### src/rtl/fir_pkg.sv
// Shared definitions for the FIR core and its host-side sequencer:
// default widths, the controller state encoding and the watchdog margin.
package fir_pkg;

  localparam int FIR_DATA_W   = 32;
  localparam int FIR_COEF_W   = 32;
  localparam int FIR_MAX_TAPS = 64;
  localparam int FIR_TAPS_W   = 6;

  // Extra cycles beyond the tap count before a missing core result is flagged.
  localparam int WD_MARGIN = 16;

  typedef enum logic [2:0] {
    FC_IDLE  = 3'd0,
    FC_LOAD  = 3'd1,
    FC_FEED  = 3'd2,
    FC_START = 3'd3,
    FC_WAIT  = 3'd4
  } fc_state_e;

endpackage

### src/rtl/fir_ctrl_fifo.sv
// Result FIFO for fir_ctrl: registered pointers on a power-of-2 depth,
// occupancy counter, head data forced to zero while empty.
module fir_ctrl_fifo #(
  parameter int W     = 32,
  parameter int DEPTH = 8,
  parameter int AW    = 3
) (
  input  logic          clk,
  input  logic          rst_n,
  input  logic          push,
  input  logic [W-1:0]  push_data,
  input  logic          pop,
  output logic [W-1:0]  head,
  output logic [AW:0]   count,
  output logic          full,
  output logic          empty
);

  logic [W-1:0]  mem [DEPTH];
  logic [AW-1:0] wr_ptr;
  logic [AW-1:0] rd_ptr;
  logic          do_push;
  logic          do_pop;

  assign full    = (count == (AW+1)'(DEPTH));
  assign empty   = (count == '0);
  assign do_push = push && !full;
  assign do_pop  = pop && !empty;
  assign head    = empty ? '0 : mem[rd_ptr];

  always_ff @(posedge clk) begin
    if (do_push) mem[wr_ptr] <= push_data;
  end

  always_ff @(posedge clk or negedge rst_n) begin
    if (!rst_n) begin
      wr_ptr <= '0;
      rd_ptr <= '0;
      count  <= '0;
    end else begin
      if (do_push) wr_ptr <= wr_ptr + 1'b1;
      if (do_pop)  rd_ptr <= rd_ptr + 1'b1;
      case ({do_push, do_pop})
        2'b10:   count <= count + 1'b1;
        2'b01:   count <= count - 1'b1;
        default: count <= count;
      endcase
    end
  end

endmodule

### src/rtl/fir_ctrl.sv
// Host-side sequencer for fir_core: loads coefficients, feeds one sample at a
// time, and buffers each one-cycle core result in a backpressured FIFO.
//
// Handshakes: a transfer happens on any rising clk edge where valid && ready
// are both high; valid/data hold until that edge, ready never depends on the
// same interface's valid (coef, s, m and core_in all follow this rule).
module fir_ctrl
  import fir_pkg::*;
#(
  parameter int DATA_W     = FIR_DATA_W,
  parameter int COEF_W     = FIR_COEF_W,
  parameter int MAX_TAPS   = FIR_MAX_TAPS,
  parameter int TAPS_W     = FIR_TAPS_W,
  parameter int FIFO_DEPTH = 8,
  parameter int FIFO_AW    = 3
) (
  input  logic              clk,
  input  logic              rst_n,
  input  logic [TAPS_W-1:0] cfg_taps,
  input  logic              coef_load,
  input  logic              coef_valid,
  input  logic [COEF_W-1:0] coef_data,
  output logic              coef_ready,
  input  logic              s_valid,
  input  logic [DATA_W-1:0] s_data,
  output logic              s_ready,
  output logic              m_valid,
  output logic [DATA_W-1:0] m_data,
  input  logic              m_ready,
  output logic [TAPS_W-1:0] core_taps,
  output logic              core_coef_wr,
  output logic [TAPS_W-1:0] core_coef_wr_addr,
  output logic [COEF_W-1:0] core_coef_wr_data,
  output logic              core_in_valid,
  output logic [DATA_W-1:0] core_in_sample,
  input  logic              core_in_ready,
  output logic              core_start_proc,
  input  logic              core_out_valid,
  input  logic [DATA_W-1:0] core_out_sample,
  output logic              coef_loaded,
  output logic              busy,
  output logic              err_cfg,
  output logic              err_timeout,
  input  logic              err_clr,
  output logic [2:0]        dbg_state
);

  localparam int WD_W = TAPS_W + 5;

  fc_state_e         state;
  logic [TAPS_W-1:0] taps_q;
  logic [TAPS_W-1:0] idx_q;
  logic [DATA_W-1:0] sample_q;
  logic [WD_W-1:0]   wd_q;
  logic [WD_W-1:0]   wd_limit;
  logic              loaded_q;
  logic              err_cfg_q;
  logic              err_to_q;

  logic              fifo_push;
  logic              fifo_pop;
  logic              fifo_full;
  logic              fifo_empty;
  logic              fifo_space;
  logic [FIFO_AW:0]  fifo_count;
  logic [DATA_W-1:0] fifo_head;

  assign wd_limit = WD_W'(taps_q) + WD_W'(WD_MARGIN);

  // Core-side strobes decode straight from the registered state.
  assign busy              = (state != FC_IDLE);
  assign coef_ready        = (state == FC_LOAD);
  assign core_coef_wr      = (state == FC_LOAD) && coef_valid;
  assign core_coef_wr_addr = (state == FC_LOAD) ? idx_q : '0;
  assign core_coef_wr_data = core_coef_wr ? coef_data : '0;
  assign core_in_valid     = (state == FC_FEED);
  assign core_in_sample    = sample_q;
  assign core_start_proc   = (state == FC_START);
  assign core_taps         = taps_q;
  assign coef_loaded       = loaded_q;
  assign err_cfg           = err_cfg_q;
  assign err_timeout       = err_to_q;
  assign dbg_state         = state;

  // A sample is only admitted when its result is sure to fit in the FIFO;
  // a coefficient load in the same cycle takes precedence.
  assign fifo_space = (fifo_count < (FIFO_AW+1)'(FIFO_DEPTH));
  assign s_ready    = (state == FC_IDLE) && loaded_q && fifo_space && !coef_load;

  assign fifo_push = (state == FC_WAIT) && core_out_valid && !fifo_full;
  assign m_valid   = !fifo_empty;
  assign m_data    = fifo_head;
  assign fifo_pop  = m_valid && m_ready;

  always_ff @(posedge clk or negedge rst_n) begin
    if (!rst_n) begin
      state     <= FC_IDLE;
      taps_q    <= '0;
      idx_q     <= '0;
      sample_q  <= '0;
      wd_q      <= '0;
      loaded_q  <= 1'b0;
      err_cfg_q <= 1'b0;
      err_to_q  <= 1'b0;
    end else begin
      // Clear first so a set event later in this block wins.
      if (err_clr) begin
        err_cfg_q <= 1'b0;
        err_to_q  <= 1'b0;
      end
      case (state)
        FC_IDLE: begin
          if (coef_load) begin
            if (cfg_taps == '0) begin
              err_cfg_q <= 1'b1;
            end else begin
              taps_q   <= cfg_taps;
              idx_q    <= '0;
              loaded_q <= 1'b0;
              state    <= FC_LOAD;
            end
          end else if (s_valid && s_ready) begin
            sample_q <= s_data;
            state    <= FC_FEED;
          end
        end
        FC_LOAD: begin
          if (coef_valid) begin
            idx_q <= idx_q + 1'b1;
            if (idx_q == taps_q - 1'b1) begin
              loaded_q <= 1'b1;
              state    <= FC_IDLE;
            end
          end
        end
        FC_FEED: begin
          if (core_in_ready) state <= FC_START;
        end
        FC_START: begin
          // wd_q counts cycles since the START cycle, START itself being 1.
          wd_q  <= WD_W'(1);
          state <= FC_WAIT;
        end
        FC_WAIT: begin
          wd_q <= wd_q + 1'b1;
          if (core_out_valid) begin
            state <= FC_IDLE;
          end else if (wd_q == wd_limit - 1'b1) begin
            err_to_q <= 1'b1;
            state    <= FC_IDLE;
          end
        end
        default: state <= FC_IDLE;
      endcase
    end
  end

  fir_ctrl_fifo #(
    .W     (DATA_W),
    .DEPTH (FIFO_DEPTH),
    .AW    (FIFO_AW)
  ) u_fifo (
    .clk       (clk),
    .rst_n     (rst_n),
    .push      (fifo_push),
    .push_data (core_out_sample),
    .pop       (fifo_pop),
    .head      (fifo_head),
    .count     (fifo_count),
    .full      (fifo_full),
    .empty     (fifo_empty)
  );

endmodule

### config.mk
export PLATFORM = sky130hd
export DESIGN_NAME = fir_ctrl
export DESIGN_NICKNAME = d
export VERILOG_FILES = /design/src/rtl/fir_pkg.sv /design/src/rtl/fir_ctrl_fifo.sv /design/src/rtl/fir_ctrl.sv
export SDC_FILE = /design/constraint.sdc
export NUM_CORES = 1
export LEC_CHECK = 0
export ABC_AREA = 1
export ABC_CLOCK_PERIOD_IN_PS = 8450
export BUFFER_PORTS_ARGS = -buffer_cell sky130_fd_sc_hd__clkbuf_2
export CAP_MARGIN = 20
export CORE_MARGIN = 2
export CORE_UTILIZATION = 61
export DETAILED_ROUTE_END_ITERATION = 8
export PLACE_DENSITY = 0.89
export SLEW_MARGIN = 20
export SYNTH_ARGS = -nofsm -noshare
export SYNTH_HDL_FRONTEND = slang
export SYNTH_HIERARCHICAL = 1
export SYNTH_SLANG_ARGS = --single-unit
### constraint.sdc
create_clock -name clk -period 8.45 [get_ports clk]
set_clock_uncertainty 0.1 [all_clocks]
set_input_delay 0.845 -clock clk [delete_from_list [all_inputs] [get_ports clk]]
set_output_delay 0.845 -clock clk [all_outputs]
set_load 0.01 [all_outputs]
Yosys cells after proc, flatten, opt, wreduce, memory -nomap -nowiden

Memory sizes are Yosys's and may differ from the RTL's.
Index checks and enable logic that the tools add are counted.

Flip-flop bits (word level): 71
Bits in latches: 0
Bits in writable memories: 256
ROM bits: 0
Input bits: 111
Output and inout bits: 121
Word-level logic and storage cells: 99
Memories kept: 1

Memory list:

| memory     | depth | width | read ports | clocked after Yosys merged registers in | wr ports | RTL line            | RTL |
|---|---|---|---|---|---|---|---|
| u_fifo.mem | 8     | 32    | 1          | 0                                       | 1        | fir_ctrl_fifo.sv:19 | `logic [W-1:0] mem [DEPTH];` |

Add/sub/neg operators: 9
Multipliers: 0
Div/mod/pow operators: 0
Order comparisons: 1
Equal/unequal tests: 17
Shift operators: 0
Muxes and demuxes: 33
Bitwise logic cells: 2
Reduce and logical (&&, ||, !) cells: 25

Operator list:

| cell                                                   | number |
|---|---|
| two-way mux 32 bit                                     | 2 |
| two-way mux 3 bit                                      | 8 |
| two-way mux 6 bit                                      | 4 |
| one-hot mux 11 bit (2 select lines)                    | 1 |
| one-hot mux 3 bit (5 select lines)                     | 1 |
| two-way mux 1 bit                                      | 14 |
| one-hot mux 6 bit (2 select lines)                     | 1 |
| adder 11 x 1 -> 11 bit (second input constant)         | 1 |
| == test 11 bit                                         | 1 |
| logical AND 1 bit                                      | 10 |
| one-hot mux 4 bit (2 select lines)                     | 1 |
| subtractor 7 x 1 -> 8 bit (second input constant)      | 1 |
| adder 6 x 5 -> 7 bit (second input constant)           | 1 |
| adder 3 x 1 -> 3 bit (second input constant)           | 2 |
| adder 6 x 1 -> 6 bit (second input constant)           | 1 |
| == test 3 x 2 -> 1 bit (second input constant)         | 2 |
| == test 6 bit                                          | 1 |
| logical NOT 6 bit                                      | 1 |
| inequality test 2 bit (second input constant)          | 3 |
| inequality test 3 x 2 -> 1 bit (second input constant) | 2 |
| AND reduction 3 bit                                    | 2 |
| AND reduction 6 bit                                    | 1 |
| nonzero test 2 bit                                     | 3 |
| subtractor 6 x 1 -> 6 bit (second input constant)      | 1 |
| 18 further kinds                                       | 22 |

Logic depth before layout (Yosys ltp)

Gate-level depths: netlist (run 1).

Depth in word-level cells: 8
Gate-level depth with buffers: 16
Depth with buffers taken out: 15

Hierarchy

Netlist (run 1), hierarchy kept.

Modules (own cells, without submodules):

| module        | times used | cells an instance | area each (µm²) | sequential area each (µm²) |
|---|---|---|---|---|
| fir_ctrl_fifo | 1          | 838               | 10654.0         | 7937.6 |
| fir_ctrl      | 1          | 409               | 3443.3          | 1526.5 |

Worst setup path before layout (run 1)

No wires, ideal clock.

Path type: reg-to-reg
Start point: reg state[0] (netlist: dbg_state[0])
End point: mem u_fifo.mem[0][0], enable pin
Setup time: 0.421 ns
Arrival: 2.845 ns
Data required time: 7.929 ns
Slack: 5.084 ns
Cell stages (with the launch flop): 9
Buffers on the path: 0
Period minus slack after synthesis: 3.366 ns
Path through: dfrtp_1 inv_2 nand3_1 inv_1 nand2_1 nor2_1 nand2_1 or2_2 nor2_1

Cells in the longest elaborated chain, start to end: 6

Ends and longest elaborated chain:

| item                                    | RTL line            | RTL |
|---|---|---|
| from (decl)                             | fir_ctrl.sv:50      | `fc_state_e state;` |
| from (signal assigned)                  | fir_ctrl.sv:97      | `state <= FC_IDLE;` |
| from (signal assigned)                  | fir_ctrl.sv:120     | `state <= FC_LOAD;` |
| from (signal assigned)                  | fir_ctrl.sv:124     | `state <= FC_FEED;` |
| == test 3 bit                           | fir_ctrl.sv:90      | `assign fifo_push = (state == FC_WAIT) && core_out_valid && !fifo_full;` |
| logical AND 1 bit (2 in a row)          | fir_ctrl.sv:90      |  |
| via fifo_push                           | fir_ctrl.sv:60      | `logic fifo_push;` |
| logical AND 1 bit                       | fir_ctrl_fifo.sv:27 | `assign do_push = push && !full;` |
| two-way mux 1 bit                       | fir_ctrl_fifo.sv:32 | `if (do_push) mem[wr_ptr] <= push_data;` |
| two-way mux 1 bit (not written as such) | fir_ctrl_fifo.sv:32 |  |
| to (decl)                               | fir_ctrl_fifo.sv:19 |  |

The timed path passes the listed nets, and every way through them passes these cells.

Final worst setup path (run 1)

Start point: reg u_fifo.rd_ptr[0]
End point: out m_data[7]

Cells in the longest elaborated chain, start to end: 2

Ends and longest elaborated chain:

| item                     | RTL line            | RTL |
|---|---|---|
| from (decl)              | fir_ctrl_fifo.sv:21 | `logic [AW-1:0] rd_ptr;` |
| from (signal assigned)   | fir_ctrl_fifo.sv:42 | `if (do_pop) rd_ptr <= rd_ptr + 1'b1;` |
| memory read (8 x 32 bit) | -                   |  |
| two-way mux 32 bit       | fir_ctrl_fifo.sv:29 | `assign head = empty ? '0 : mem[rd_ptr];` |
| to (decl)                | fir_ctrl.sv:28      | `output logic [DATA_W-1:0] m_data,` |

Every way passes these cells.

==> flow_summary.yaml, run 1 <==
worst_setup_path:
  critPathTopFamily: "buffers and inverters"
  start_kind: "register"
  cp_slowest_cell: "buf_4"
  worstPathArrival_ps: 3210
  cp_slowest_stage_delay_ps: 710
  worstRegToRegCells: 10
  path_common_cell: "nor2_1"
  crit_end: "m_data[7]"
  critical_path_class: "register to output port"
  crit_path_end_kind: "output port"
  cp.required_ps: 7510
  worstSetupPathDepth: 7
  crit_chain: "clkinv_2 -> buf_4 -> o21ai_0 -> o22ai_1 -> nor2_1 -> nor2_1 -> clkbuf_2"
  worstPathMaxFanout: 76
  crit_buf_inv: 3
  worstSetupStartpoint: "u_fifo/rd_ptr[0]"
  worstReg2RegStart: "dbg_state[0]"
  r2r_end: "u_fifo/mem[3][6]"
  r2r_slack_ps: 5170
clocking:
  root_buffer: "clkbuf_16"
  clock_sinks: 327
  clkTransAtPathRegs_ps: 60
  hold_buffers: 0
  cts_resized: 0
  worstSkewPairLatency_ps: 510
  cts_buffer_depth: 3
  cts_tree: "built"
  postCtsSetupRepairBufs: 0
  htreeDepth: 2
  cts_made_buffers: 34
die:
  initial_utilization: 0.623
  die_w_um: 156
  num_rows: 55
  core_um2: 22600
  design.die.area_um2: 24300
  pin_count: 232
  die_y_um: 156
cells_and_area:
  nets: 1589
  final_cell_mix: "301 x nor2_1, 256 x edfxtp_1, 230 x clkbuf_2"
  multi_input_area_um2: 3970
  seq_area_um2: 9470
  syn2layout_area_growth_pct: 17.5
  drive_gt1_frac: 0.238
  final_area_um2: 16600
  stdcell_count: 1782
  final_common_cell: "nor2_1"
  utilization: 0.732
  final.fill_count: 1408
yosys:
  ys_warn_count: 6
  synthSimpleGateAreaFrac: 0.138
  synthAdderAreaFrac: 0.00710
  synth_area_um2: 14100
  synth-compound-area-share: 0.0919
  synthMuxAreaShare: 0.0335
  synth_xor_xnor_area_share: 0.00621
  ys_types: 37
  synth_seq_cells: 327
  synth_enable_flop_cells: 256
  postSynthCellCount: 1247
  synthArstFlopShare: 0.217
  synth_fp_nets: 1366
  ys.flop_type: "edfxtp_1"
  ys_seq_area_frac: 0.671
  synth_top_family_by_area: "simple AND/OR/NAND/NOR gates"
  syn_avg_cell_area_um2: 11.3
route:
  route.detailed.drc: 0
  routedWlPerCell_um: 18.1
  first_iter_violations: 1330
  wirelength_mm: 32.3
  num_vias: 10158
  drt-pass1-iter-count: 7
  ant_nets: 0
  vias_per_cell: 5.70
power:
  p_per_area_nw_per_um2: 321
  p_clk_frac: 0.281
  internal_power_mw: 3.41
  pwr-share-seq: 0.374
  pwr-share-comb: 0.345
  leakagePower_nw: 7.02
  p_switching_mw: 1.91
  p_sw_frac: 0.360
  ir_worst_vdd_uv: 188
sta:
  fmax_ghz: 0.241
  setup_tns_ps: 0
  finalCritPeriodShare: 0.492
  worst_pin_slew_ps: 1040
  rsz0062_at_grt: "no"
  slew_headroom: 0.306
  setup_violations: 0
  period_minus_slack_ps: 4160
  drv_slew: 0
  final-hold-violation-count: 0
  fin_hold_ws_ps: 365
place:
  gp_congestion: 0.867
  port_buffers: 231
  dpl_cell_area_um2: 15400
  dp_cells: 1719
  dpl.hpwl_mm: 19.3
grt:
  grt_max_degree: 105
  met3_usage: 0.0461
  grtUsageTotal: 0.268
  overflow: 0
  globalRouteMet2Util: 0.452
  grt_pass1_vias: 10003
  antenna_found_initial: 2
  grt_pass1_wl_mm: 50.8
  grt_busiest_layer: "met2"
  grtUsageMet1: 0.352
min_path:
  hold_class: "register to register"
outcome:
  status: "completed"
job:
  max_cap_violations: 0
-- worst min-delay path by stage --
stage | start | to | slack (ps) | cells past startpoint
6_report | wd_q[10] | wd_q[10] | 360 | 1
5_1_grt | wd_q[10] | wd_q[10] | 390 | 1
4_1_cts | wd_q[10] | wd_q[10] | 370 | 1
3_5_place_dp | wd_q[10] | wd_q[10] | 360 | 1
3_3_place_gp | wd_q[10] | wd_q[10] | 350 | 1
2_1_floorplan | wd_q[10] | wd_q[10] | 330 | 1
-- routing by layer --
| metal | up-vias | wire [um] |
|---|---|---|
| met5 | - | 12 |
| met4 | 2 | 799 |
| met3 | 86 | 2770 |
| met2 | 510 | 16100 |
| met1 | 4811 | 12600 |
| li1 | 4749 | - |
-- flip-flops by register name, indices dropped and copies added, names as in the netlist, 3 cells and up --
name / flops
core_in_sample: 32
core_taps: 6
dbg_state: 3
idx_q: 6
u_fifo/count: 4
u_fifo/mem: 256
u_fifo/rd_ptr: 3
u_fifo/wr_ptr: 3
wd_q: 11
-- power by group through the flow --
| stage | Sequential [mW] | Combinational (mW) | Clock [mW] |
|---|---|---|---|
| 6_report | 1.99 | 1.84 | 1.50 |
| 5_1_grt | 2.00 | 2.03 | 1.58 |
| 4_1_cts | 1.98 | 1.83 | 1.51 |
| 3_5_place_dp | 2.01 | 1.81 | 0 |
| 3_3_place_gp | 2.01 | 1.73 | 0 |
| 2_1_floorplan | 1.99 | 1.27 | 0 |
-- area by class of cell --
class                      instances  area share
antenna                            1    0.000151
multi-input combinational        767       0.239
sequential                       327       0.572
tap                              285      0.0215
clock inverter                    18      0.0114
timing repair buffer             246      0.0773
inverter                          94      0.0214
clock buffer                      44      0.0573
-- Yosys cell counts (2+ instances only) --
cell | count | area (um^2)
a21oi_1 | 7 | 35.0
buf_1 | 2 | 7.51
buf_2 | 14 | 70.1
buf_4 | 4 | 30.0
buf_6 | 15 | 169
clkbuf_1 | 18 | 67.6
clkbuf_2 | 6 | 30.0
dfrtp_1 | 71 | 1780
edfxtp_1 | 256 | 7690
ha_1 | 8 | 100
inv_1 | 90 | 338
inv_2 | 4 | 15.0
mux2_2 | 2 | 22.5
mux2_4 | 30 | 450
nand2_1 | 120 | 450
nand2_2 | 2 | 12.5
nand3_1 | 34 | 170
nand4_1 | 6 | 37.5
nor2_1 | 309 | 1160
nor2_4 | 3 | 33.8
nor3_1 | 6 | 30.0
o211ai_1 | 32 | 240
o21ai_0 | 144 | 721
o21ai_1 | 7 | 35.0
o22ai_1 | 32 | 200
o31ai_1 | 2 | 15.0
o32ai_1 | 2 | 17.5
or2_2 | 4 | 25.0
xnor2_1 | 4 | 35.0
xor2_1 | 6 | 52.6
-- kinds of logic (layout without fill, tap and decap cells) --
group	count (synthesis)	count (layout)
other cells	0	1
flops	327	327
simple gates	487	487
mux	32	32
buf+inv	153	402
fa+ha+maj	8	8
compound gates	230	230
xor+xnor	10	10
-- metrics by stage --
step / setup slack (ps) / power, mW
finish: 4290 / 5.32
global route: 4130 / 5.62
CTS: 4370 / 5.32
detailed placement: 4930 / 3.81
global placement: 5030 / 3.74
floorplan: 5080 / 3.26
Note: power is estimated with default switching activity, not from simulation.
==> run 2: changes to the inputs <==
Settings changed: ABC_AREA 1 to 0, ABC_CLOCK_PERIOD_IN_PS 8450 to 3600, CORE_UTILIZATION 61 to 51, PLACE_DENSITY 0.89 to 0.81.
Clock period 8.45 ns to 3.6 ns, I/O delays scaled along.
==> flow_summary.yaml, run 2 <==
outcome:
  status: "completed"
cells_and_area:
  final.fill_count: 1792
  max_flop_register: "u_fifo/mem"
  stdcell_count: 1418
  drive_gt1_frac: 0.379
  nets: 1175
  final_common_cell: "edfxtp_1"
  final_cell_mix: "256 x edfxtp_1, 230 x clkbuf_2, 68 x dfrtp_1"
  syn2layout_area_growth_pct: 23.1
  largest_register_ffs: 256
die:
  num_rows: 59
  design.die.area_um2: 27700
  core_um2: 26000
  die_y_um: 166
  pin_count: 232
  die_w_um: 166
  initial_utilization: 0.517
power:
  p_sw_frac: 0.314
  finalPower_mw: 11.8
  ir_worst_vdd_uv: 430
  pwr-share-comb: 0.308
  p_per_area_nw_per_um2: 712
  p_clk_frac: 0.285
  pwr-share-seq: 0.407
  internal_power_mw: 8.08
  leakagePower_nw: 6.60
  p_switching_mw: 3.70
yosys:
  synth_area_um2: 13400
  synth_fp_nets: 889
  synth_seq_cells: 327
  yosysMostFrequentCell: "edfxtp_1"
  synth_enable_flop_cells: 256
  synthTopCellsByCount: "256 x edfxtp_1, 71 x dfrtp_1, 64 x mux4_2"
  synth_area_leader_cell: "edfxtp_1"
  synthTopCellsByArea: "edfxtp_1 57%, dfrtp_1 13%, mux4_2 11%, mux2_2 2.4%, mux2i_1 2.4%"
  postSynthCellCount: 770
  ys_types: 50
  ys.flop_type: "edfxtp_1"
  netlist.area_leader.share: 0.572
  ys_warn_count: 6
  synthArstFlopShare: 0.217
  syn_avg_cell_area_um2: 17.5
  ys_seq_area_frac: 0.704
sta:
  drv_slew: 0
  setup_tns_ps: 0
  rsz0062_at_grt: "no"
  fmax_ghz: 0.322
  setup_ws_ps: 491
  final-hold-violation-count: 0
  setup_violations: 0
  period_minus_slack_ps: 3110
  finalCritPeriodShare: 0.863
  worst_pin_slew_ps: 907
  slew_headroom: 0.395
worst_setup_path:
  worstPathMaxFanout: 8
  cp_slowest_cell: "or3_1"
  crit_chain: "inv_1 -> or3_1 -> nor3b_1 -> a21boi_2 -> inv_2 -> ha_1 -> xor2_1 -> ha_1 -> a21oi_1 -> xor2_1 -> nor2_1 -> xor2_1"
  crit_path_end_kind: "register"
  cp.required_ps: 3890
  path_common_cell: "xor2_1"
  critical_path_class: "register to register"
  start_kind: "register"
  cp_slowest_stage_delay_ps: 510
  worstPathArrival_ps: 3400
grt:
  grt_pass1_wl_mm: 47.2
  grt_pass1_vias: 8350
  antenna_found_initial: 1
  grt_max_degree: 71
  overflow: 0
  grtUsageTotal: 0.220
route:
  first_iter_violations: 494
  route.detailed.drc: 0
  vias_per_cell: 5.64
  drt-pass1-iter-count: 7
  num_vias: 7999
  ant_nets: 0
  wirelength_mm: 30.0
  routedWlPerCell_um: 21.2
clocking:
  clock_sinks: 327
  worstSkewPairLatency_ps: 510
  cts_buffer_depth: 3
  cts_resized: 0
  cts_made_buffers: 35
  clkTransAtPathRegs_ps: 60
  htreeDepth: 2
  cts_tree: "built"
  root_buffer: "clkbuf_16"
min_path:
  hold_class: "input port to register"
place:
  dp_cells: 1317
  port_buffers: 231
  gp_congestion: 0.807
  dpl.hpwl_mm: 18.9
  place_ws_ps: 557
job:
  max_cap_violations: 0
[run 2: timing repair]
item                      CTS  global route
hold endpoints to repair   38             0
setup buffers               0             0
hold buffers               37             0
[run 2: metrics by stage]
stage                     utilization  area (um^2)  hold slack, ps
after floorplan                     -        13500           -35.6
after global placement          0.581        15100            41.0
after detailed placement        0.581        15100            42.3
after CTS                       0.637        16600            1.05
after global routing            0.637        16600            3.02
final                           0.637        16600            14.6
[run 2: cell type report]
type / count / area, um^2 / share of cell area
Clock buffer: 41 / 920 / 0.0555
Tap cell: 335 / 419 / 0.0253
Clock inverter: 22 / 163 / 0.00982
Sequential cell: 327 / 9470 / 0.572
Antenna cell: 1 / 2.50 / 0.000151
Inverter: 13 / 48.8 / 0.00295
Timing Repair Buffer: 288 / 1750 / 0.106
Multi-Input combinational cell: 391 / 3780 / 0.228
[run 2: critical path: cells and delay by family (launching register included)]
kind                     cells  cell delay, ps
AND/OR/NAND/NOR              3             810
AO/OA/AOI/OAI                2             500
XOR/XNOR                     3             480
adder cells (fa/ha/maj)      2             480
flip-flops                   1             390
buffers and inverters        2             230
[run 2: worst paths after layout]
check	from	slack, ps	depth (start not counted)	end
max in group asynchronous	rst_n	2190	3	u_fifo/rd_ptr[0]
hold reg to reg	core_in_sample[20]	390	1	core_in_sample[20]
setup / recovery	dbg_state[2]	490	12	u_fifo/count[2]
hold / removal	s_data[26]	10	2	core_in_sample[26]
min in group asynchronous	rst_n	70	2	core_in_sample[13]
setup reg to reg	dbg_state[2]	490	12	u_fifo/count[2]
[run 2: power groups by stage]
stage	logic, mW	registers (mW)	clock network, mW
after floorplan	2.63	4.67	0
after global placement	3.53	4.84	0
after detailed placement	3.60	4.87	0
after CTS	3.67	4.80	3.43
after global routing	3.96	4.85	3.57
final	3.63	4.79	3.36
[run 2: logic make-up (layout without fill, tap and decap cells)]
kind of cell	after synthesis	count (layout)	share of synthesized area
muxes	132	132	0.161
AOI/OAI and AO/OA	45	45	0.0216
other	0	1	0
xor gates and xnor gates	28	28	0.0182
DFF	327	327	0.704
buffers and inverters	52	364	0.0205
adders and majority gates	8	8	0.00744
and+or+nand+nor	178	178	0.0670
[run 2: per-layer routing]
metal  share of wire  global-route usage  vias to the layer above
li1                -                   -                     3581
met1            0.39               0.281                     4007
met2            0.52               0.384                      346
met3           0.064              0.0415                       65
met4           0.024              0.0675                        0
met5               0                   0                        -
==> run 3: changes to the inputs <==
--- a/constraint.sdc
+++ b/constraint.sdc
@@ -4,2 +4,2 @@
 set_output_delay 0.36 -clock clk [all_outputs]
-set_load 0.01 [all_outputs]
+set_load 0.005 [all_outputs]
==> flow_summary.yaml, run 3 (same netlist as run 2, synthesis figures left out) <==
outcome:
  status: "completed"
worst_setup_path:
  cp_slowest_stage_delay_ps: 520
  worstRegToRegCells: 12
  start_kind: "register"
  r2r_end: "u_fifo/count[2]"
  worstPathMaxFanout: 8
  cp_slowest_cell: "or3_1"
  critical_path_class: "register to register"
  crit_path_end_kind: "register"
  r2r_slack_ps: 500
  cp.required_ps: 3870
  crit_chain: "inv_1 -> or3_1 -> nor3b_1 -> a21boi_2 -> inv_2 -> ha_1 -> xor2_1 -> ha_1 -> a21oi_1 -> xor2_1 -> nor2_1 -> xor2_1"
  worstPathArrival_ps: 3370
  worstReg2RegStart: "dbg_state[2]"
  path_common_cell: "xor2_1"
cells_and_area:
  max_flop_register: "u_fifo/mem"
  utilization: 0.635
  final_cell_mix: "256 x edfxtp_1, 230 x clkbuf_2, 68 x dfrtp_1"
  final_common_cell: "edfxtp_1"
  nets: 1169
  drive_gt1_frac: 0.381
  syn2layout_area_growth_pct: 22.8
  largest_register_ffs: 256
route:
  wirelength_mm: 29.7
  first_iter_violations: 521
  vias_per_cell: 5.56
  route.detailed.drc: 0
  drt-pass1-iter-count: 5
  ant_nets: 0
  num_vias: 7855
  routedWlPerCell_um: 21.0
clocking:
  htreeDepth: 2
  hold_buffers: 32
  cts_made_buffers: 34
  clock_sinks: 327
  root_buffer: "clkbuf_16"
  cts_tree: "built"
  cts_resized: 0
  worstSkewPairLatency_ps: 500
  clkTransAtPathRegs_ps: 60
  postCtsSetupRepairBufs: 0
  cts_buffer_depth: 3
die:
  num_rows: 59
  die_w_um: 166
  core_um2: 26000
  pin_count: 232
  design.die.area_um2: 27700
  die_y_um: 166
  initial_utilization: 0.517
sta:
  drv_slew: 0
  finalCritPeriodShare: 0.861
  setup_ws_ps: 500
  fmax_ghz: 0.323
  final-hold-violation-count: 0
  rsz0062_at_grt: "no"
  fin_hold_ws_ps: 17.3
  period_minus_slack_ps: 3100
  setup_tns_ps: 0
  worst_pin_slew_ps: 947
  setup_violations: 0
  slew_headroom: 0.369
min_path:
  min_from: "s_data[1]"
  min_delay_worst_endpoint: "core_in_sample[1]"
  holdPathStages: 2
  hold_class: "input port to register"
place:
  dpl.hpwl_mm: 18.7
  place_ws_ps: 548
  port_buffers: 231
  gp_congestion: 0.807
grt:
  grt_pass1_vias: 8206
  antenna_found_initial: 2
  grt_max_degree: 59
  overflow: 0
  grt_pass1_wl_mm: 46.2
  grtUsageTotal: 0.216
job:
  max_cap_violations: 0
power:
  leakagePower_nw: 6.57
  ir_worst_vdd_uv: 353
  p_per_area_nw_per_um2: 700
==> run 3: cell type report <==
class                      instances  area, um^2
clock buffer                      48         967
sequential                       327        9470
antenna                            2        5.00
fill                            1824        9480
tap                              335         419
inverter                          13        48.8
multi-input combinational        391        3780
clock inverter                    13        90.1
timing repair buffer             283        1730
==> run 3: worst max path at each step <==
| stage | startpoint | end | depth (start not counted) | slack (ps) |
|---|---|---|---|---|
| CTS | dbg_state[2] | u_fifo/count[2] | 12 | 490 |
| floorplan | dbg_state[2] | u_fifo/mem[4][0] | 7 | 130 |
| global route | dbg_state[2] | u_fifo/count[2] | 12 | 280 |
| global placement | dbg_state[2] | u_fifo/count[2] | 12 | 620 |
| finish | dbg_state[2] | u_fifo/count[2] | 12 | 500 |
| detailed placement | dbg_state[2] | u_fifo/count[2] | 12 | 550 |
==> run 3: power breakdown <==
group | switching, mW | leakage, nW | internal [mW]
clock | 1.37 | 0.515 | 1.95
combinational | 1.67 | 2.80 | 1.77
sequential | 0.450 | 3.25 | 4.35
total | 3.49 | 6.57 | 8.06
==> run 3: per-layer routing <==
layer	vias up	share of wire	GRT usage
met2	316	0.52	0.379
met1	3921	0.39	0.275
met5	-	0	0
li1	3560	-	-
met3	58	0.063	0.0386
met4	0	0.025	0.0705
==> run 3: worst max-delay path, delay by kind of cell (launching register included) <==
kind                     cells  cell delay (ps)
AND/OR/NAND/NOR              3              810
flip-flops                   1              390
buffers and inverters        2              210
AO/OA/AOI/OAI                2              490
XOR/XNOR                     3              500
adder cells (fa/ha/maj)      2              480
==> run 3: per-stage QoR <==
stage	power, mW	cells	area [um^2]
CTS	11.7	1410	16500
global route	12.1	1411	16500
global placement	8.20	1317	15100
detailed placement	8.28	1317	15100
finish	11.6	1412	16500
floorplan	7.09	770	13500
